<file path="src/rtl/sram_arb_pkg.sv">
// ---------------------------------------------------------------------------
// sram_arb_pkg
// Shared types and widths for the SRAM arbiter slice.
//   state_t : access sequencer states
//   port_t  : requester identity (CPU memory port / debug loader port)
//   ADDR_W  : SRAM word address width (1M words)
//   DATA_W  : SRAM data width
// ---------------------------------------------------------------------------
package sram_arb_pkg;

    localparam int ADDR_W = 20;
    localparam int DATA_W = 16;

    typedef enum logic [2:0] {
        IDLE,
        RD_ACC,
        WR_SETUP,
        WR_PULSE,
        WR_HOLD,
        DONE
    } state_t;

    typedef enum logic {
        CPU,
        DBG
    } port_t;

endpackage

</file>
<file path="src/rtl/sram_arbiter_if.sv">
// ---------------------------------------------------------------------------
// sram_arbiter_if
// Bundles both requester ports and the SRAM strobe/data bus.
//   cpu_* / dbg_* : level request, we, address, write data in; read data and
//                   one-cycle ack out
//   CE UB LB OE WE: active-low SRAM controls
//   ADDR          : SRAM word address
//   Data_write    : data toward the tristate buffer (enabled by ~WE)
//   Data_read     : data from the tristate buffer
//   busy          : arbiter is not idle
// Modports: slave = the arbiter, master = the surrounding system.
// ---------------------------------------------------------------------------
interface sram_arbiter_if;
    import sram_arb_pkg::*;

    logic              cpu_req;
    logic              cpu_we;
    logic [ADDR_W-1:0] cpu_addr;
    logic [DATA_W-1:0] cpu_wdata;
    logic [DATA_W-1:0] cpu_rdata;
    logic              cpu_ack;

    logic              dbg_req;
    logic              dbg_we;
    logic [ADDR_W-1:0] dbg_addr;
    logic [DATA_W-1:0] dbg_wdata;
    logic [DATA_W-1:0] dbg_rdata;
    logic              dbg_ack;

    logic              CE;
    logic              UB;
    logic              LB;
    logic              OE;
    logic              WE;
    logic [ADDR_W-1:0] ADDR;
    logic [DATA_W-1:0] Data_write;
    logic [DATA_W-1:0] Data_read;
    logic              busy;

    modport slave (
        input  cpu_req, cpu_we, cpu_addr, cpu_wdata,
        input  dbg_req, dbg_we, dbg_addr, dbg_wdata,
        input  Data_read,
        output cpu_rdata, cpu_ack, dbg_rdata, dbg_ack,
        output CE, UB, LB, OE, WE, ADDR, Data_write, busy
    );

    modport master (
        output cpu_req, cpu_we, cpu_addr, cpu_wdata,
        output dbg_req, dbg_we, dbg_addr, dbg_wdata,
        output Data_read,
        input  cpu_rdata, cpu_ack, dbg_rdata, dbg_ack,
        input  CE, UB, LB, OE, WE, ADDR, Data_write, busy
    );

endinterface

</file>
<file path="src/rtl/sram_arbiter_rr_arbiter2.sv">
// ---------------------------------------------------------------------------
// rr_arbiter2
// Combinational two-way round-robin grant.
//   req_cpu, req_dbg : pending requests
//   last_grant       : port that won the previous arbitration
//   grant_valid      : at least one request is pending
//   grant            : winning port (meaningful only with grant_valid)
// ---------------------------------------------------------------------------
module rr_arbiter2
    import sram_arb_pkg::*;
(
    input  logic  req_cpu,
    input  logic  req_dbg,
    input  port_t last_grant,
    output logic  grant_valid,
    output port_t grant
);

    // A lone request always wins; on contention the port that did not win
    // last time gets the grant so neither side can be starved.
    always_comb begin
        grant_valid = req_cpu | req_dbg;
        grant       = CPU;
        if (req_cpu && req_dbg) begin
            grant = (last_grant == CPU) ? DBG : CPU;
        end else if (req_dbg) begin
            grant = DBG;
        end
    end

endmodule

</file>
<file path="src/rtl/sram_arbiter.sv">
// ---------------------------------------------------------------------------
// sram_arbiter
// Sequences every access to the external 1Mx16 asynchronous SRAM for the CPU
// memory port and the debug/loader port. All outputs are registered.
//   Clk   : system clock
//   Reset : synchronous, active-low
//   bus   : sram_arbiter_if.slave (both requester ports + SRAM bus)
// Parameters: READ_WAIT (CE/OE low cycles before capture), WRITE_PULSE
// (WE low cycles), CNT_W (wait counter width).
// ---------------------------------------------------------------------------
module sram_arbiter
    import sram_arb_pkg::*;
#(
    parameter int READ_WAIT   = 2,
    parameter int WRITE_PULSE = 2,
    parameter int CNT_W       = 4
) (
    input logic           Clk,
    input logic           Reset,
    sram_arbiter_if.slave bus
);

    state_t            state_q, state_d;
    logic [CNT_W-1:0]  cnt_q, cnt_d;
    port_t             last_grant_q, last_grant_d;
    port_t             owner_q, owner_d;
    logic              ce_q, ce_d;
    logic              oe_q, oe_d;
    logic              we_q, we_d;
    logic [ADDR_W-1:0] addr_q, addr_d;
    logic [DATA_W-1:0] dwr_q, dwr_d;
    logic [DATA_W-1:0] cpu_rdata_q, cpu_rdata_d;
    logic [DATA_W-1:0] dbg_rdata_q, dbg_rdata_d;
    logic              cpu_ack_q, cpu_ack_d;
    logic              dbg_ack_q, dbg_ack_d;
    logic              busy_q, busy_d;

    logic              grant_valid;
    port_t             grant;
    logic              sel_we;
    logic [ADDR_W-1:0] sel_addr;
    logic [DATA_W-1:0] sel_wdata;

    rr_arbiter2 u_rr (
        .req_cpu     (bus.cpu_req),
        .req_dbg     (bus.dbg_req),
        .last_grant  (last_grant_q),
        .grant_valid (grant_valid),
        .grant       (grant)
    );

    // Mux the winning requester's command so only one set of latches exists.
    always_comb begin
        sel_we    = bus.cpu_we;
        sel_addr  = bus.cpu_addr;
        sel_wdata = bus.cpu_wdata;
        if (grant == DBG) begin
            sel_we    = bus.dbg_we;
            sel_addr  = bus.dbg_addr;
            sel_wdata = bus.dbg_wdata;
        end
    end

    // Next-state and next-output logic. Every output is computed one cycle
    // ahead and registered, so the strobes change exactly on state entry.
    // The wait counter is loaded with (parameter - 1) on entering a timed
    // state and only decremented while non-zero, so it cannot wrap.
    always_comb begin
        state_d      = state_q;
        cnt_d        = cnt_q;
        last_grant_d = last_grant_q;
        owner_d      = owner_q;
        ce_d         = ce_q;
        oe_d         = oe_q;
        we_d         = we_q;
        addr_d       = addr_q;
        dwr_d        = dwr_q;
        cpu_rdata_d  = cpu_rdata_q;
        dbg_rdata_d  = dbg_rdata_q;
        cpu_ack_d    = 1'b0;
        dbg_ack_d    = 1'b0;

        case (state_q)
            IDLE: begin
                if (grant_valid) begin
                    last_grant_d = grant;
                    owner_d      = grant;
                    addr_d       = sel_addr;
                    ce_d         = 1'b0;
                    if (sel_we) begin
                        state_d = WR_SETUP;
                        dwr_d   = sel_wdata;
                    end else begin
                        state_d = RD_ACC;
                        oe_d    = 1'b0;
                        cnt_d   = CNT_W'(READ_WAIT - 1);
                    end
                end
            end
            RD_ACC: begin
                if (cnt_q == '0) begin
                    state_d = DONE;
                    ce_d    = 1'b1;
                    oe_d    = 1'b1;
                    if (owner_q == CPU) begin
                        cpu_rdata_d = bus.Data_read;
                        cpu_ack_d   = 1'b1;
                    end else begin
                        dbg_rdata_d = bus.Data_read;
                        dbg_ack_d   = 1'b1;
                    end
                end else begin
                    cnt_d = cnt_q - CNT_W'(1);
                end
            end
            WR_SETUP: begin
                state_d = WR_PULSE;
                we_d    = 1'b0;
                cnt_d   = CNT_W'(WRITE_PULSE - 1);
            end
            WR_PULSE: begin
                if (cnt_q == '0) begin
                    state_d = WR_HOLD;
                    we_d    = 1'b1;
                end else begin
                    cnt_d = cnt_q - CNT_W'(1);
                end
            end
            WR_HOLD: begin
                state_d = DONE;
                ce_d    = 1'b1;
                if (owner_q == CPU) begin
                    cpu_ack_d = 1'b1;
                end else begin
                    dbg_ack_d = 1'b1;
                end
            end
            DONE: begin
                state_d = IDLE;
            end
            default: begin
                state_d = IDLE;
                ce_d    = 1'b1;
                oe_d    = 1'b1;
                we_d    = 1'b1;
            end
        endcase

        busy_d = (state_d != IDLE);
    end

    // State and output registers. Reset aborts any access on the same edge,
    // returning the strobes high without acknowledging; last_grant starts at
    // DBG so the CPU wins the first contention.
    always_ff @(posedge Clk) begin
        if (!Reset) begin
            state_q      <= IDLE;
            cnt_q        <= '0;
            last_grant_q <= DBG;
            owner_q      <= CPU;
            ce_q         <= 1'b1;
            oe_q         <= 1'b1;
            we_q         <= 1'b1;
            addr_q       <= '0;
            dwr_q        <= '0;
            cpu_rdata_q  <= '0;
            dbg_rdata_q  <= '0;
            cpu_ack_q    <= 1'b0;
            dbg_ack_q    <= 1'b0;
            busy_q       <= 1'b0;
        end else begin
            state_q      <= state_d;
            cnt_q        <= cnt_d;
            last_grant_q <= last_grant_d;
            owner_q      <= owner_d;
            ce_q         <= ce_d;
            oe_q         <= oe_d;
            we_q         <= we_d;
            addr_q       <= addr_d;
            dwr_q        <= dwr_d;
            cpu_rdata_q  <= cpu_rdata_d;
            dbg_rdata_q  <= dbg_rdata_d;
            cpu_ack_q    <= cpu_ack_d;
            dbg_ack_q    <= dbg_ack_d;
            busy_q       <= busy_d;
        end
    end

    // Byte lanes follow CE: only full-word accesses are issued.
    assign bus.CE         = ce_q;
    assign bus.UB         = ce_q;
    assign bus.LB         = ce_q;
    assign bus.OE         = oe_q;
    assign bus.WE         = we_q;
    assign bus.ADDR       = addr_q;
    assign bus.Data_write = dwr_q;
    assign bus.cpu_rdata  = cpu_rdata_q;
    assign bus.dbg_rdata  = dbg_rdata_q;
    assign bus.cpu_ack    = cpu_ack_q;
    assign bus.dbg_ack    = dbg_ack_q;
    assign bus.busy       = busy_q;

endmodule

</file>
<file path="src/flat_wrapper.sv">
// flat-port wrapper written by rule: the top's interface ports become plain ports
module sram_arbiter_flat import sram_arb_pkg::*;
#(
    parameter int READ_WAIT   = 2,
    parameter int WRITE_PULSE = 2,
    parameter int CNT_W       = 4
)
  (Clk, Reset, bus_cpu_req, bus_cpu_we, bus_cpu_addr, bus_cpu_wdata, bus_dbg_req, bus_dbg_we, bus_dbg_addr, bus_dbg_wdata, bus_Data_read, bus_cpu_rdata, bus_cpu_ack, bus_dbg_rdata, bus_dbg_ack, bus_CE, bus_UB, bus_LB, bus_OE, bus_WE, bus_ADDR, bus_Data_write, bus_busy);
  sram_arbiter_if bus_i ();
  input logic Clk;
  input logic Reset;
  input wire logic [$bits(bus_i.cpu_req)-1:0] bus_cpu_req;
  input wire logic [$bits(bus_i.cpu_we)-1:0] bus_cpu_we;
  input wire logic [$bits(bus_i.cpu_addr)-1:0] bus_cpu_addr;
  input wire logic [$bits(bus_i.cpu_wdata)-1:0] bus_cpu_wdata;
  input wire logic [$bits(bus_i.dbg_req)-1:0] bus_dbg_req;
  input wire logic [$bits(bus_i.dbg_we)-1:0] bus_dbg_we;
  input wire logic [$bits(bus_i.dbg_addr)-1:0] bus_dbg_addr;
  input wire logic [$bits(bus_i.dbg_wdata)-1:0] bus_dbg_wdata;
  input wire logic [$bits(bus_i.Data_read)-1:0] bus_Data_read;
  output wire logic [$bits(bus_i.cpu_rdata)-1:0] bus_cpu_rdata;
  output wire logic [$bits(bus_i.cpu_ack)-1:0] bus_cpu_ack;
  output wire logic [$bits(bus_i.dbg_rdata)-1:0] bus_dbg_rdata;
  output wire logic [$bits(bus_i.dbg_ack)-1:0] bus_dbg_ack;
  output wire logic [$bits(bus_i.CE)-1:0] bus_CE;
  output wire logic [$bits(bus_i.UB)-1:0] bus_UB;
  output wire logic [$bits(bus_i.LB)-1:0] bus_LB;
  output wire logic [$bits(bus_i.OE)-1:0] bus_OE;
  output wire logic [$bits(bus_i.WE)-1:0] bus_WE;
  output wire logic [$bits(bus_i.ADDR)-1:0] bus_ADDR;
  output wire logic [$bits(bus_i.Data_write)-1:0] bus_Data_write;
  output wire logic [$bits(bus_i.busy)-1:0] bus_busy;
  assign bus_i.cpu_req = bus_cpu_req;
  assign bus_i.cpu_we = bus_cpu_we;
  assign bus_i.cpu_addr = bus_cpu_addr;
  assign bus_i.cpu_wdata = bus_cpu_wdata;
  assign bus_i.dbg_req = bus_dbg_req;
  assign bus_i.dbg_we = bus_dbg_we;
  assign bus_i.dbg_addr = bus_dbg_addr;
  assign bus_i.dbg_wdata = bus_dbg_wdata;
  assign bus_i.Data_read = bus_Data_read;
  assign bus_cpu_rdata = bus_i.cpu_rdata;
  assign bus_cpu_ack = bus_i.cpu_ack;
  assign bus_dbg_rdata = bus_i.dbg_rdata;
  assign bus_dbg_ack = bus_i.dbg_ack;
  assign bus_CE = bus_i.CE;
  assign bus_UB = bus_i.UB;
  assign bus_LB = bus_i.LB;
  assign bus_OE = bus_i.OE;
  assign bus_WE = bus_i.WE;
  assign bus_ADDR = bus_i.ADDR;
  assign bus_Data_write = bus_i.Data_write;
  assign bus_busy = bus_i.busy;
  sram_arbiter #(.READ_WAIT(READ_WAIT), .WRITE_PULSE(WRITE_PULSE), .CNT_W(CNT_W)) u_core (.Clk(Clk), .Reset(Reset), .bus(bus_i));
endmodule
</file>
<file path="config.mk">
export PLATFORM = sky130hd
export DESIGN_NAME = sram_arbiter_flat
export DESIGN_NICKNAME = d
export VERILOG_FILES = /design/src/rtl/sram_arb_pkg.sv /design/src/rtl/sram_arbiter_if.sv /design/src/rtl/sram_arbiter_rr_arbiter2.sv /design/src/rtl/sram_arbiter.sv /design/src/flat_wrapper.sv
export SDC_FILE = /design/constraint.sdc
export NUM_CORES = 1
export LEC_CHECK = 0
export ABC_AREA = 1
export CAP_MARGIN = 20
export CORE_MARGIN = 2
export CORE_UTILIZATION = 30
export DETAILED_ROUTE_END_ITERATION = 8
export PLACE_DENSITY = 0.69
export SYNTH_ARGS = -nofsm -noshare
export SYNTH_HDL_FRONTEND = slang
export SYNTH_SLANG_ARGS = --single-unit
</file>
<file path="constraint.sdc">
create_clock -name Clk -period 1.54 [get_ports Clk]
set_clock_uncertainty 0.15 [all_clocks]
set_input_delay 0.462 -clock Clk [delete_from_list [all_inputs] [get_ports Clk]]
set_output_delay 0.462 -clock Clk [all_outputs]
set_load 0.02 [all_outputs]
</file>
; ---- Yosys cells after proc, flatten, opt, wreduce, memory -nomap -nowiden
; Index checks and enable logic that the tools add are counted.
[totals]
ff_bits = 83
input_bits = 94
out_inout_bits = 76
wordCells = 75
[op_classes]
add_sub_neg = 1
n_eq_ne = 10
mux = 28
bitwise_logic = 5
n_reduce_logical = 17
[ops]
columns = cell, count
row1 = two-way mux 20 bit, 1
row2 = two-way mux 16 bit, 1
row3 = one-hot mux 3 bit (5 select lines), 1
row4 = two-way mux 1 bit, 12
row5 = two-way mux 4 bit, 3
row6 = one-hot mux 4 bit (3 select lines), 1
row7 = AND reduction 3 bit, 4
row8 = two-way mux 3 bit, 3
row9 = one-hot mux 1 bit (3 select lines), 3
row10 = AND reduction 4 bit, 2
row11 = OR reduction 4 bit, 2
row12 = "== test 3 x 2 -> 1 bit, second input constant", 2
row13 = "== test 3 bit, second input constant", 2
row14 = "!= test 2 x 1 -> 1 bit, second input constant", 3
row15 = nonzero test 3 bit, 2
row16 = zero test 4 bit, 1
row17 = "!= test 2 bit, second input constant", 2
row18 = NOT 1 bit, 4
row19 = one-hot mux 1 bit (2 select lines), 2
row20 = AND reduction 2 bit, 2
row21 = "subtractor 4 x 1 -> 4 bit, second input constant", 1
row22 = "== test 3 x 1 -> 1 bit, second input constant", 1
row23 = zero test 3 bit, 1
row24 = OR reduction 3 bit, 1
row25 = other kinds (4), 4

; ---- Longest topological paths before layout
; Gate-level depths: netlist (run 1).
[depth]
ltp_word = 7
depth_mapped = 9
mapped_depth_nobuf = 9

; ---- Modules after synthesis
; From an unflattened synthesis (run 1), not the netlist that was laid out.
[unflattened]
cells_unflattened = 483
area_unflattened_um2 = 3519.6
[by_module_without_submodules]
columns = module, instances, cells_each, area_per_inst_um2, seq_area_each_um2
row1 = sram_arbiter, 1, 480, 3504.6, 1661.6
row2 = rr_arbiter2, 1, 3, 15.0, 0.0

; ---- Worst setup path before layout (run 1)
; No wires, ideal clock.
[synth_path]
path_kind = reg-to-reg
from = register u_core.cnt_q[0]
to = register u_core.cpu_rdata_q[10] (netlist: u_core.bus.cpu_rdata[10])
setup_time_ps = 116
t_arrival_ps = 1388
t_required_ps = 1274
setup_slack_ps = -114
stages_incl_launch_ff = 9
n_path_buf = 1
synth_period_minus_slack_ps = 1654
cell_sequence = dfxtp_1 > inv_1 > ha_1 > nand2_1 > nor3_4 > inv_2 > buf_6 > nor2_1 > nor2_1
[synth_between]
elab_chain_len = 2
[synth_lines]
columns = item, line
row1 = start: declaration, sram_arbiter.sv:24  ; logic [CNT_W-1:0] cnt_q, cnt_d;
row2 = start signal: assignment, sram_arbiter.sv:173  ; cnt_q <= cnt_d;
row3 = zero test 4 bit, sram_arbiter.sv:101  ; if (cnt_q == '0) begin
row4 = AND reduction 3 bit (no source line), -
row5 = end signal: assignment, sram_arbiter.sv:181  ; cpu_rdata_q <= cpu_rdata_d;
row6 = end: declaration, sram_arbiter.sv:32  ; logic [DATA_W-1:0] cpu_rdata_q, cpu_rdata_d;
; No other way between the ends.
; A chain may end at the register's enable or synchronous reset.

; ---- Final worst setup path (run 1)
[layout_path]
from = register u_core.state_q[2]
to = register u_core.cpu_rdata_q[13] (netlist: u_core.bus.cpu_rdata[13])
[layout_between]
elab_chain_len = 2
[layout_lines]
columns = item, line
row1 = start: declaration, sram_arbiter.sv:23  ; state_t state_q, state_d;
row2 = start signal: assignment, sram_arbiter.sv:172  ; state_q <= state_d;
row3 = == test 3 x 1 -> 1 bit, sram_arbiter.sv:83  ; case (state_q)
row4 = AND reduction 3 bit (no source line), -
; No other way between the ends.

==> results of run 1 <==
[final cells by class]
| class | instances | share of cell area |
|---|---|---|
| repair buffers | 220 | 0.3203 |
| multi-input cells | 352 | 0.3000 |
| flip-flops and latches | 83 | 0.2795 |
| clock buffers | 10 | 0.03996 |
| well taps | 143 | 0.02992 |
| inverters | 20 | 0.01590 |
| clock inverters | 6 | 0.01318 |
| repair inverters | 1 | 0.001255 |
[Yosys cell counts (3+ instances only)]
| master | n |
|---|---|
| sky130_fd_sc_hd__o21ai_0 | 68 |
| sky130_fd_sc_hd__buf_6 | 3 |
| sky130_fd_sc_hd__dfxtp_1 | 83 |
| sky130_fd_sc_hd__buf_4 | 3 |
| sky130_fd_sc_hd__nor2_1 | 89 |
| sky130_fd_sc_hd__buf_2 | 4 |
| sky130_fd_sc_hd__buf_1 | 3 |
| sky130_fd_sc_hd__inv_1 | 15 |
| sky130_fd_sc_hd__clkbuf_1 | 16 |
| sky130_fd_sc_hd__nand3_1 | 16 |
| sky130_fd_sc_hd__inv_2 | 5 |
| sky130_fd_sc_hd__o21ai_1 | 4 |
| sky130_fd_sc_hd__nand2_1 | 99 |
| sky130_fd_sc_hd__a21oi_1 | 61 |
[final timing paths]
kind,cells past startpoint,end,start
min reg2reg,2,u_core.bus.OE$_SDFFE_PN1P_,u_core.bus.OE$_SDFFE_PN1P_
max reg2reg,8,u_core.bus.cpu_rdata[13]$_SDFFE_PN0P_,u_core.state_q[2]$_SDFF_PN0_
min,2,u_core.last_grant_q$_SDFFE_PN1P_,Reset
max,8,u_core.bus.cpu_rdata[13]$_SDFFE_PN0P_,u_core.state_q[2]$_SDFF_PN0_
[power by group through the flow]
| stage | sequential (uW) | clock (uW) | combinational (uW) |
|---|---|---|---|
| after floorplan | 3850 | 0 | 2020 |
| after global placement | 3180 | 0 | 4880 |
| after detailed placement | 3210 | 0 | 5000 |
| after CTS | 3160 | 2330 | 5030 |
| after global routing | 3270 | 2440 | 5910 |
| final | 3190 | 2270 | 5480 |
[flip-flops by register name, summed over array words and instances (netlist names)]
name	cells
u_core.bus.ADDR	20
u_core.bus.Data_write	16
u_core.bus.cpu_rdata	16
u_core.bus.dbg_rdata	16
u_core.cnt_q	4
u_core.state_q	3
u_core.bus.CE	1
u_core.bus.OE	1
u_core.bus.WE	1
u_core.bus.busy	1
u_core.bus.cpu_ack	1
u_core.bus.dbg_ack	1
u_core.last_grant_q	1
u_core.owner_q	1
[worst max-delay path: cells and delay by family, from the launching register on]
kind | cells | cell delay, ns
and+or+nand+nor | 5 | 0.64
buffers and inverters | 3 | 0.41
DFF | 1 | 0.32
[per-stage QoR]
stage,utilization,power (uW)
floorplan,-,5876
global placement,0.4880,8067
detailed placement,0.4880,8206
CTS,0.5107,10520
global route,0.5283,11620
finish,0.5283,10940
[logic make-up after synthesis]
logic type / count (synthesis)
and+or+nand+nor: 214
AOI/OAI and AO/OA: 137
buffers and inverters: 49
DFF: 83
adders and majority gates: 1
[metal layers]
layer	share of wire	global-route usage	routed length (um)	vias to the layer above
li1	-	-	-	1995
met1	0.41	0.2249	4987	1884
met2	0.51	0.3207	6204	140
met3	0.063	0.04899	766	22
met4	0.017	0.06008	206	0
met5	0	0	0	-
[timing repair]
item | 4_1_cts | 5_1_grt
pin swaps | 11 | 34
gates cloned | 5 | 1
setup buffers | 11 | 5
gates resized for setup | 337 | 75
endpoints found under the setup margin | 137 | 83
==> out/results.txt, run 1 <==
Capturing element type of the critical path: a register. The largest buffer count on any clock path was 2; the die height was 111.4 um. The flow ran to the end, but the final reports show violations. Clock latency on the worst-skew pair, taken at its later pin, is 0.33 ns. Entering global routing, the biggest net connects 37 pins. In the routed design, unresolved DRC markers number 0. The number of antenna violations at the first check in global routing was 0; the clock sink total was 83. Worst hold slack across all endpoints: 0.2881 ns. Register bit total from synthesis: 83.

Share of the synthesized netlist area taken by xor and xnor gates: 0. The launching element type of the critical path is a register. Compound-cell area share of the yosys netlist: 0.2005.

For this design the static power due to leakage is 0.002713 uW. The run gives 787.0 uV as the peak supply drop. The cell area after placement was 0.005524 sq mm. In the final layout, flip-flops and latches occupy 0.001672 sq mm.

Among all flip-flop cells after synthesis, the most frequent one is sky130_fd_sc_hd__dfxtp_1. The tools report the total global routing track utilization as 0.1853. The first-pass detailed-route iteration total was 7.

The die width is 111.4 um. For the number of design-rule violations left by the first detailed-router iteration, the log shows 131. Remaining antenna violation count: 0. In the layout the commonest cells are sky130_fd_sc_hd__nand2_1, sky130_fd_sc_hd__clkdlybuf4s50_1, sky130_fd_sc_hd__nor2_1, sky130_fd_sc_hd__dfxtp_1, sky130_fd_sc_hd__buf_2. For the remaining max-slew budget at the tightest pin, the log shows 0.8018.

Yosys mapped a number of flops with a built-in enable equal to 0. The min-delay analysis places its worst path in the category in -> reg. The logs give 0.8086 for the placer congestion estimate and 484 for the post-synthesis cell count. The share of total power in combinational logic was 0.501.

The most common cell after layout, fill and taps aside is sky130_fd_sc_hd__nand2_1. The standard cell core area was 0.01132 sq mm. Counting I/O delays and the setup requirement, the final critical path takes 1.632 ns. The count of buffers added on input and output ports is 169.

Setup repair after global routing could not meet its margin everywhere. Pin placement for this block handled 170 I/O pins. The floorplan step defined a die boundary enclosing 0.01242 sq mm.

The share of synthesized cell area in full adder, half adder and majority cells works out to 0.003613. After detailed routing, the average wire length per cell comes to 14.57 um. The setup check on the worst reg-to-reg path leaves a slack of -0.09 ns.

The Yosys step of the flow raised 0 warnings. The post-synth design cell area was 0.003463 sq mm; the final instance count without filler cells was 835. The H-tree depth reported by CTS came out at 3.

Maximum fanout along the worst path: 8. The tools report the count of vias placed by the detailed router as 4,041. In the post-synthesis netlist, the biggest area contributors are sky130_fd_sc_hd__dfxtp_1, sky130_fd_sc_hd__nand2_1, sky130_fd_sc_hd__o21ai_0. In the final layout, the multi-input gates occupy 0.001794 sq mm.

The tools report the max-slew violation count as 0. Relative to the synthesized area, the layout overhead comes to 72.69%. The logs give 0.292 for the sequential cell fraction of total power and 8197 um for the post-detailed-placement half-perimeter wirelength. Post-synthesis share of cell area spent on and, or, nand and nor gates: 0.2518. The multiplexer share of the synthesized area was 0.

On the critical path, the stage with the largest delay is an instance of sky130_fd_sc_hd__dfxtp_2. Each instance of the synthesized netlist takes up on average 7.156 sq um. Among the stages of the critical path, the cell type that occurs most often is sky130_fd_sc_hd__nor2_1. On the worst path, the slowest cell contributes a delay of 0.32 ns.

TritonCTS built the clock tree. For this run, the post-layout net count is 782. The number of rows created at floorplan was 39. Largest area contributor in the netlist: sky130_fd_sc_hd__dfxtp_1. OpenSTA, run right after detailed placement, puts the worst setup slack at -0.5562 ns.

The initial core utilization is 0.3059, and the net switching power of the design is 4516 uW. Clock-pin slew was measured on the worst setup and hold paths at 0.07 ns. For this design, the CTS-stage hold fixing added 0 buffers.

The logs give 12,160 um for the post-detailed-routing wire length and -1.310 ns for the total negative setup slack. The global route total overflow came out at 0. The sequential-to-total area share from yosys stat is 0.4798, and the worst setup slack after layout is -0.09202 ns. The arrival time reported for the critical path endpoint is 1.71 ns, and the number of clock buffers inserted by TritonCTS is 9. The critical path goes through inv_2 -> nand2_4 -> nor2_4 -> inv_4 -> nor3_4 -> clkinvlp_4 -> nor2_1 -> nor2_1.

The area share of the leading cell type in the synthesized netlist was 0.4798. Timing would allow up to 0.6127 GHz. Largest family of logic cells by synthesized area: simple AND/OR/NAND/NOR gates. The tools report the clock network fraction of design power as 0.208. Number of placed instances with taps included: 798.

The tools report the post-synthesis net count as 579. The final reports fail on setup timing. The first global-routing pass estimated 19,060 um of wire.

Setup violations remaining at the end of the flow were counted as 50. For the post-synthesis cell type count, the log shows 26. The finished layout cell area is 0.005981 sq mm.

The tree is rooted in a sky130_fd_sc_hd__clkbuf_16. The type of the setup path with the least slack was reg -> reg. At the worst endpoint, the required time is 1.61 ns. The number of maximum-capacitance violations is 0, and the share of flip-flops with an asynchronous set or reset after synthesis is 0.

0 antenna diodes ended up in the layout. Fill cells in the final layout number 1,085. The fraction of the cycle the final worst path needs came out at 1.060.

The switching part of the total power is 0.4127, and the worst-margin pin slew is 0.2973 ns. The number of global-route vias before repair is 3,950, and the share of post-route cells with drive strength above 1 is 0.3064. The cell-internal power was 6427 uW; the routed via count divided by cell count was 4.840.

Power spread over the standard cell area amounts to 1830 mW/mm^2. The final count of hold timing violations came out at 0.
No activity file was read; power rests on OpenSTA's default activity.
==> inputs of run 2 (changes only) <==
--- a/config.mk
+++ b/config.mk
@@ -5,7 +5,6 @@
 export SDC_FILE = /design/constraint.sdc
 export NUM_CORES = 1
 export LEC_CHECK = 0
-export ABC_AREA = 1
 export CAP_MARGIN = 20
 export CORE_MARGIN = 2
 export CORE_UTILIZATION = 30
==> run 2 against run 1 <==
The flow still finishes with violations (setup timing). Worst setup slack worse by 0.23 ns. Non-clock buffer count is 14 higher. Sequential power is 3% lower. Maximum frequency down 12%. Final cell count down 9.0%. Die area increased by 0.21%. Critical path depth fell by 1. Combinational power up 20%. Hold slack better by 0.048 ns.
==> out/results.txt, run 2 <==
The run gives 0.7738 as the remaining max-slew budget at the tightest pin. The maximum single-stage delay on the critical path was 0.41 ns; the worst-case reg-to-reg path depth was 7. Entering global routing, the biggest net connects 43 pins. The checks that failed: setup timing. The die height came out at 111.6 um. Met2 usage in global routing: 0.3671. For the total global routing track utilization, the log shows 0.1932. The per-cell routed wire length was 16.40 um. The worst hold path stage count was 2. The most used standard cell by instance count after synthesis is sky130_fd_sc_hd__dfxtp_1. For this run, the number of Yosys warnings is 0. The run gives 0.5374 GHz as the achievable clock frequency. Summed over all cells, the static leakage comes to 0.002731 uW. The number of maximum-capacitance violations was 0. Global routing finished with a remaining overflow of 0.

The worst hold slack across all endpoints is 0.3361 ns. In this run the standard cell core region covers 0.01137 sq mm. For the worst setup slack after layout, the log shows -0.3209 ns. TritonCTS built the clock tree. The logs give 83 for the clock sink total and 0 for the post-detailed-route DRC marker count.

The tools report the capturing element type of the critical path as a register. The critical path in this run is classified as reg -> reg. The type of the most critical hold path was reg -> reg. The fraction of the cycle the final worst path needs was 1.208.

The post-route core utilization was 0.5571. After the first detailed-routing iteration, the DRC count stood at 169. In this run the critical register-to-register path is launched from u_core.cnt_q[0]$_SDFFE_PN0P_. Each instance of the synthesized netlist takes up on average 8.699 sq um. The placement-stage worst setup slack was -0.8269 ns. The run gives 0 as the final count of hold timing violations. The initialized floorplan defines 39 standard-cell rows. The final count of negative-setup-slack endpoints is 77, and the total negative setup slack is -16.12 ns. The run gives 707 as the number of nets in the finished design. Detailed routing inserted a total of 3,746 vias. Clock tree synthesis inserted a total of 9 buffers. The maximum fanout along the worst path works out to 16. The later pin in the worst-skew pair is clocked with a latency of 0.34 ns. Traced cell by cell, the critical path runs through inv_2 -> ha_4 -> or3b_4 -> nor4_4 -> buf_12 -> mux2i_1 -> nor2_1. Initial core utilization: 0.3053.

For hold timing, the worst endpoint is u_core.bus.ADDR[0]$_SDFFE_PN0P_. Across the VDD grid, the largest voltage drop is 936.3 uV. The sequential-to-total area share from yosys stat came out at 0.4787. The arrival time reported for the critical path endpoint was 1.94 ns; the share of post-route cells with drive strength above 1 was 0.3890. The first TritonRoute pass finished after 4 iterations. Summing all placed instances gives a cell area of 0.005619 sq mm. After routing the design area is 0.006334 sq mm.

The number of buffers added on ports was 169. Wires add up to 12,470 um. The placer congestion estimate is 0.7726, and the boundary pin count is 170. Setup repair after global routing could not meet its margin everywhere. The run finished, with violations left. The clock-pin slew on the worst setup and hold paths came out at 0.07 ns. The number of antenna diodes in the final layout is 0. The die width came out at 111.6 um. The share of flip-flops with an asynchronous set or reset after synthesis was 0; the register bit total from synthesis was 83. The worst setup slack for register-to-register paths is -0.32 ns. Number of enable-type register cells in the synthesized netlist: 0. STA classifies the critical path startpoint as a register. Sorting the synthesized cells by how often they occur yields sky130_fd_sc_hd__dfxtp_1, sky130_fd_sc_hd__nand2_1, sky130_fd_sc_hd__nor2_1, sky130_fd_sc_hd__a311oi_1, sky130_fd_sc_hd__mux2i_1. For the post-synthesis net count, the log shows 494. The first global-routing pass estimated 19,440 um of wire. The startpoint identified for the worst hold timing path is u_core.bus.ADDR[0]$_SDFFE_PN0P_. Among all stages on the critical path, the largest delay is contributed by sky130_fd_sc_hd__or3b_4. The tools report the met1 layer usage reported by global route as 0.2043. The most used flip-flop cell after synthesis is sky130_fd_sc_hd__dfxtp_1. The die covers 0.01245 sq mm. In this run the clock root is driven by a sky130_fd_sc_hd__clkbuf_16. By area the synthesized netlist is led by sky130_fd_sc_hd__dfxtp_1, sky130_fd_sc_hd__mux2i_1, sky130_fd_sc_hd__a311oi_1.

In this run the most used layer during global routing was met2. Largest area contributor in the netlist: sky130_fd_sc_hd__dfxtp_1. Synthesis produced 399 cells. The area share of the leading cell type in the synthesized netlist is 0.4787, and the flip-flop count of the largest register after layout is 20. The data required time at the worst endpoint was 1.62 ns. Most common cell after layout, fill and taps aside: sky130_fd_sc_hd__clkdlybuf4s50_1. The logs give 0.003471 sq mm for the post-synth design cell area and 0.05498 for the met3 usage in global routing. The power per standard cell area was 1860 mW/mm^2; the worst-margin pin slew was 0.3308 ns. Number of antenna violations at the first check in global routing: 0. Using the TritonRoute via totals, the vias-per-cell ratio works out to 4.929. The post-synthesis cell type count is 39. The H-tree generated during clock tree synthesis spans 3 levels. Number of global-route vias before repair: 3,946. The logs give 0 for the remaining antenna violation count and 8034 um for the post-detailed-placement half-perimeter wirelength. In this run the critical register-to-register path is captured at u_core.bus.cpu_rdata[14]$_SDFFE_PN0P_. The shortest clock period the worst path allows after layout is 1.861 ns. The tools report the largest buffer count on any clock path as 2. The area growth from synthesis to layout is 82.48%. The max-slew violation count came out at 0. Leaving out fill and tap cells, the most frequent cells in the layout are sky130_fd_sc_hd__clkdlybuf4s50_1, sky130_fd_sc_hd__nand2_1, sky130_fd_sc_hd__dfxtp_1, sky130_fd_sc_hd__buf_2, sky130_fd_sc_hd__nor2_1.
[run 2: cell count changes after synthesis, sizes merged, moves of 3 or more]
cell,previous run,this run
o21ai,72,8
nand2,102,78
mux2i,0,32
nor2b,0,3
nor2,93,64
clkbuf,16,20
a21oi,61,23
a311oi,0,36
inv,20,6
nand3,16,0
[run 2: metal layers]
layer	vias up	wire, um
met5	-	0
met4	0	233
met3	22	761
met2	132	6604
met1	1759	4867
li1	1833	-
[run 2: cell type report]
cell class	count	area (sq um)
Sequential cell	83	1672
Timing Repair Buffer	234	2141
Inverter	6	22.52
Tap cell	143	178.9
Fill cell	1010	5036
Clock buffer	9	225.2
Multi-Input combinational cell	278	2023
Clock inverter	7	71.32
[run 2: critical path, delay by kind of cell (launching register included)]
family	cells	cell delay, ns
muxes	1	0.20
DFF	1	0.33
buffers and inverters	2	0.28
adders and majority gates	1	0.12
and+or+nand+nor	3	0.66
[run 2: logic make-up after synthesis]
logic type,after synthesis,share of synthesized area
and+or+nand+nor,163,0.2015
AOI/OAI and AO/OA,80,0.1702
muxes,33,0.09553
adders and majority gates,1,0.003604
DFF,83,0.4787
buffers and inverters,39,0.05047
[run 2: worst max path at each step]
stage,start,to,slack [ns],cells past startpoint
detailed placement,bus_cpu_req,u_core.bus.Data_write[11]$_SDFFE_PN0P_,-0.83,5
floorplan,u_core.cnt_q[0]$_SDFFE_PN0P_,u_core.bus.cpu_rdata[10]$_SDFFE_PN0P_,-0.48,7
global placement,bus_cpu_req,u_core.bus.Data_write[5]$_SDFFE_PN0P_,-0.68,5
global route,u_core.cnt_q[0]$_SDFFE_PN0P_,u_core.bus.cpu_rdata[7]$_SDFFE_PN0P_,-0.43,7
CTS,u_core.cnt_q[0]$_SDFFE_PN0P_,u_core.bus.cpu_rdata[3]$_SDFFE_PN0P_,-0.32,7
finish,u_core.cnt_q[0]$_SDFFE_PN0P_,u_core.bus.cpu_rdata[14]$_SDFFE_PN0P_,-0.32,7
[run 2: per-stage QoR]
step | cells | power, uW
final | 760 | 11780
after global placement | 717 | 7742
after detailed placement | 717 | 7858
after floorplan | 399 | 5852
after CTS | 754 | 11280
after global routing | 760 | 12380
[run 2: timing repair]
action	in CTS	in global routing
pin swaps	43	24
setup endpoints to repair	157	88
setup buffers	12	7
hold buffers	0	0
gates resized for setup	363	46
cloned	9	1
[run 2: power by group]
group	switching [uW]	leakage (uW)	total (uW)	internal, uW
clock network	995	0.000139	2130	1140
logic	3190	0.00191	6560	3370
registers	372	0.000682	3090	2720
total	4550	0.00273	11800	7230
==> inputs of run 3 (changes only) <==
==> constraint.sdc (replaced) <==
create_clock -name Clk -period 1.7 [get_ports Clk]
set_clock_uncertainty 0.15 [all_clocks]
set_input_delay 0.51 -clock Clk [delete_from_list [all_inputs] [get_ports Clk]]
set_output_delay 0.51 -clock Clk [all_outputs]
set_load 0.02 [all_outputs]
==> run 3 against run 2 <==
The run still ends with setup timing left. Sequential power shrank 8.4%. Final area grew 4.0%. Global-route usage shrank 1.6 points. Count of clock-buffer cells in the layout is the same. Total power shrank 9.4%. Core utilization grew 2.2 points. Clock power shrank 7%. Sequential cell count is the same. Critical path depth grew 1. Final cell count shrank 0.26%. First-iteration DRC count shrank 5.3%. Combinational power shrank 11%.
==> out/results.txt, run 3 (synthesis gave the netlist of run 2 again) <==
The run finished, with violations left. The final reports fail on setup timing. Walking the worst path, the cells encountered are inv_2 -> ha_4 -> or3b_4 -> nor4_4 -> buf_4 -> clkbuf_16 -> mux2i_1 -> nor2_1. The worst-margin pin slew is 0.2874 ns.

After clock tree synthesis, the flow added hold-fix buffers numbering 0. The area of the die was 0.01245 sq mm. The tools report the launching element type of the critical path as a register.

The flip-flop count of the largest register after layout works out to 20. The fraction of the cycle the final worst path needs is 1.125, and the worst setup slack after layout is -0.2119 ns. At the end of routability-driven placement, the weighted congestion stood at 0.8349. The H-tree depth reported by CTS came out at 3.

Detailed routing inserted a total of 3,742 vias. Worst hold path stage count: 2. The switching part of the total power is 0.3830.

Data on the critical path is required at its endpoint by 1.77 ns. Clock tree synthesis selected as its root buffer the cell sky130_fd_sc_hd__clkbuf_16. Number of design-rule violations left by the first detailed-router iteration: 160.

The type of the most critical hold path is reg -> reg. The initial core utilization came out at 0.3053. The routed via count divided by cell count is 4.937.

For the number of antenna violations at the first check in global routing, the log shows 0. In this run, placement finished with an instance count of 714. The top cell types in the final layout, fill and taps aside, are sky130_fd_sc_hd__clkdlybuf4s50_1, sky130_fd_sc_hd__dfxtp_1, sky130_fd_sc_hd__nand2_1, sky130_fd_sc_hd__nor2_1, sky130_fd_sc_hd__buf_4. The achievable clock frequency came out at 0.5230 GHz. The placement-stage worst setup slack came out at -0.6142 ns. Total global routing track utilization: 0.1770. Summed over all layers, the routed wires come to 11,940 um.

After detailed routing, the average wire length per cell comes to 15.76 um. The die width came out at 111.6 um. Entering global routing, the biggest net connects 38 pins. The max-slew violation count was 0; the number of nets in the finished design was 705. The worst setup path is captured at a register. For the arrival time reported for the critical path endpoint, the log shows 1.98 ns. Relative to the synthesized area, the layout overhead comes to 89.83%. The first global-routing pass estimated 18,110 um of wire. After layout, the minimum clock period comes to 1.912 ns. IR analysis of the VDD net gives a maximum drop of 889.9 uV. TritonCTS built the clock tree.

The number of buffers added on ports was 169; the worst-case reg-to-reg path depth was 8. The clock network fraction of design power was 0.186. The number of global-route vias before repair came out at 3,778. The most common cell after layout, fill and taps aside is sky130_fd_sc_hd__clkdlybuf4s50_1.

Summed over all nets, the switching power comes to 4088 uW. No sink is reached through more buffers than the 2 on the longest clock path. The cell with the largest stage delay on the worst path was sky130_fd_sc_hd__or3b_4.

The run gives 0 as the remaining antenna violation count. Cell-internal power: 6585 uW. Setup repair after global routing could not meet its margin everywhere.

For this run, the number of standard cells in the final layout without fillers is 758. The maximum single-stage delay on the critical path works out to 0.39 ns. The share of post-route cells with drive strength above 1 works out to 0.3089. The logs give 39 for the number of rows created at floorplan and 0.33 ns for the clock network latency to the later pin of the worst-skew pair. The power per standard cell area works out to 1620 mW/mm^2. The global route total overflow is 0, and the first-pass detailed-route iteration total is 5. The clock-pin slew on the worst setup and hold paths is 0.06 ns. The final count of hold timing violations was 0; the boundary pin count was 170. After detailed routing, the number of remaining DRC violations is 0.

The die is 111.6 um tall. The tools report the reported leakage power as 0.002779 uW. The sequential cell fraction of total power is 0.265. The number of clock buffers added by TritonCTS is 9. The remaining max-slew budget at the tightest pin is 0.8084, and the clock sink total is 83.

The maximum fanout along the worst path works out to 8. 0 antenna diodes ended up in the layout. The critical path is of the reg -> reg type. After routing, the total negative slack on setup checks comes to -4.593 ns.

Setup violations remaining at the end of the flow were counted as 56. The logs give 7623 um for the post-detailed-placement half-perimeter wirelength and 0.01137 sq mm for the standard cell core area. Across the run, the number of max-cap violations was 0. The worst hold slack across all endpoints was 0.3413 ns; the share of total power in combinational logic was 0.548.
## run 3: cell count changes in the layout (fill, tap and decap cells not counted), sizes merged
cell and change:
buf -82, clkdlybuf4s15 +23, inv -1, bufinv +1
clkbuf +32, dlygate4sd2 +25
## run 3: cell type report
| class | count | area (sq um) |
|---|---|---|
| Clock buffer | 9 | 225.2 |
| Clock inverter | 7 | 76.32 |
| Fill cell | 977 | 4781 |
| Inverter | 6 | 22.52 |
| Multi-Input combinational cell | 278 | 2132 |
| Sequential cell | 83 | 1667 |
| Tap cell | 143 | 178.9 |
| Timing Repair Buffer | 232 | 2287 |
## run 3: what timing repair did
action / 4_1_cts / 5_1_grt
endpoints found under the setup margin: 154 / 120
setup buffers: 9 / 12
gates cloned: 3 / 6
pin swaps: 14 / 51
resized for setup: 115 / 167
## run 3: path summary, 6_finish.rpt
check	startpoint	endpoint	slack, ns
min reg2reg	u_core.bus.ADDR[3]$_SDFFE_PN0P_	u_core.bus.ADDR[3]$_SDFFE_PN0P_	0.34
max	u_core.cnt_q[0]$_SDFFE_PN0P_	u_core.bus.cpu_rdata[11]$_SDFFE_PN0P_	-0.21
max reg2reg	u_core.cnt_q[0]$_SDFFE_PN0P_	u_core.bus.cpu_rdata[11]$_SDFFE_PN0P_	-0.21
min	u_core.bus.ADDR[3]$_SDFFE_PN0P_	u_core.bus.ADDR[3]$_SDFFE_PN0P_	0.34
## run 3: power by group through the flow
stage,Clock (uW),Sequential (uW),Combinational (uW)
after floorplan,0,3280,1830
after global placement,0,2750,4160
after detailed placement,0,2770,4230
after CTS,2040,2730,4430
after global routing,2110,2890,6240
final,1990,2830,5850
## run 3: metrics by stage
step / total power (uW) / instance area, sq um / util
after CTS: 9193 / 6017 / 0.5292
after detailed placement: 7004 / 5573 / 0.4902
after global placement: 6910 / 5573 / 0.4902
after global routing: 11240 / 6589 / 0.5795
after floorplan: 5107 / 3536 / -
final: 10670 / 6589 / 0.5795
## run 3: metal layers
| metal | routed length, um | up-vias | track usage |
|---|---|---|---|
| met1 | 4694 | 1783 | 0.1929 |
| met4 | 153 | 0 | 0.05185 |
| li1 | - | 1822 | - |
| met5 | 0 | - | 0 |
| met3 | 851 | 14 | 0.06315 |
| met2 | 6244 | 123 | 0.3232 |
## run 3: worst max-delay path, delay by kind of cell (launching register included)
| kind | cells | cell delay [ns] |
|---|---|---|
| flip-flops | 1 | 0.33 |
| multiplexers | 1 | 0.20 |
| buffers and inverters | 3 | 0.39 |
| adder cells (fa/ha/maj) | 1 | 0.12 |
| AND/OR/NAND/NOR | 3 | 0.61 |
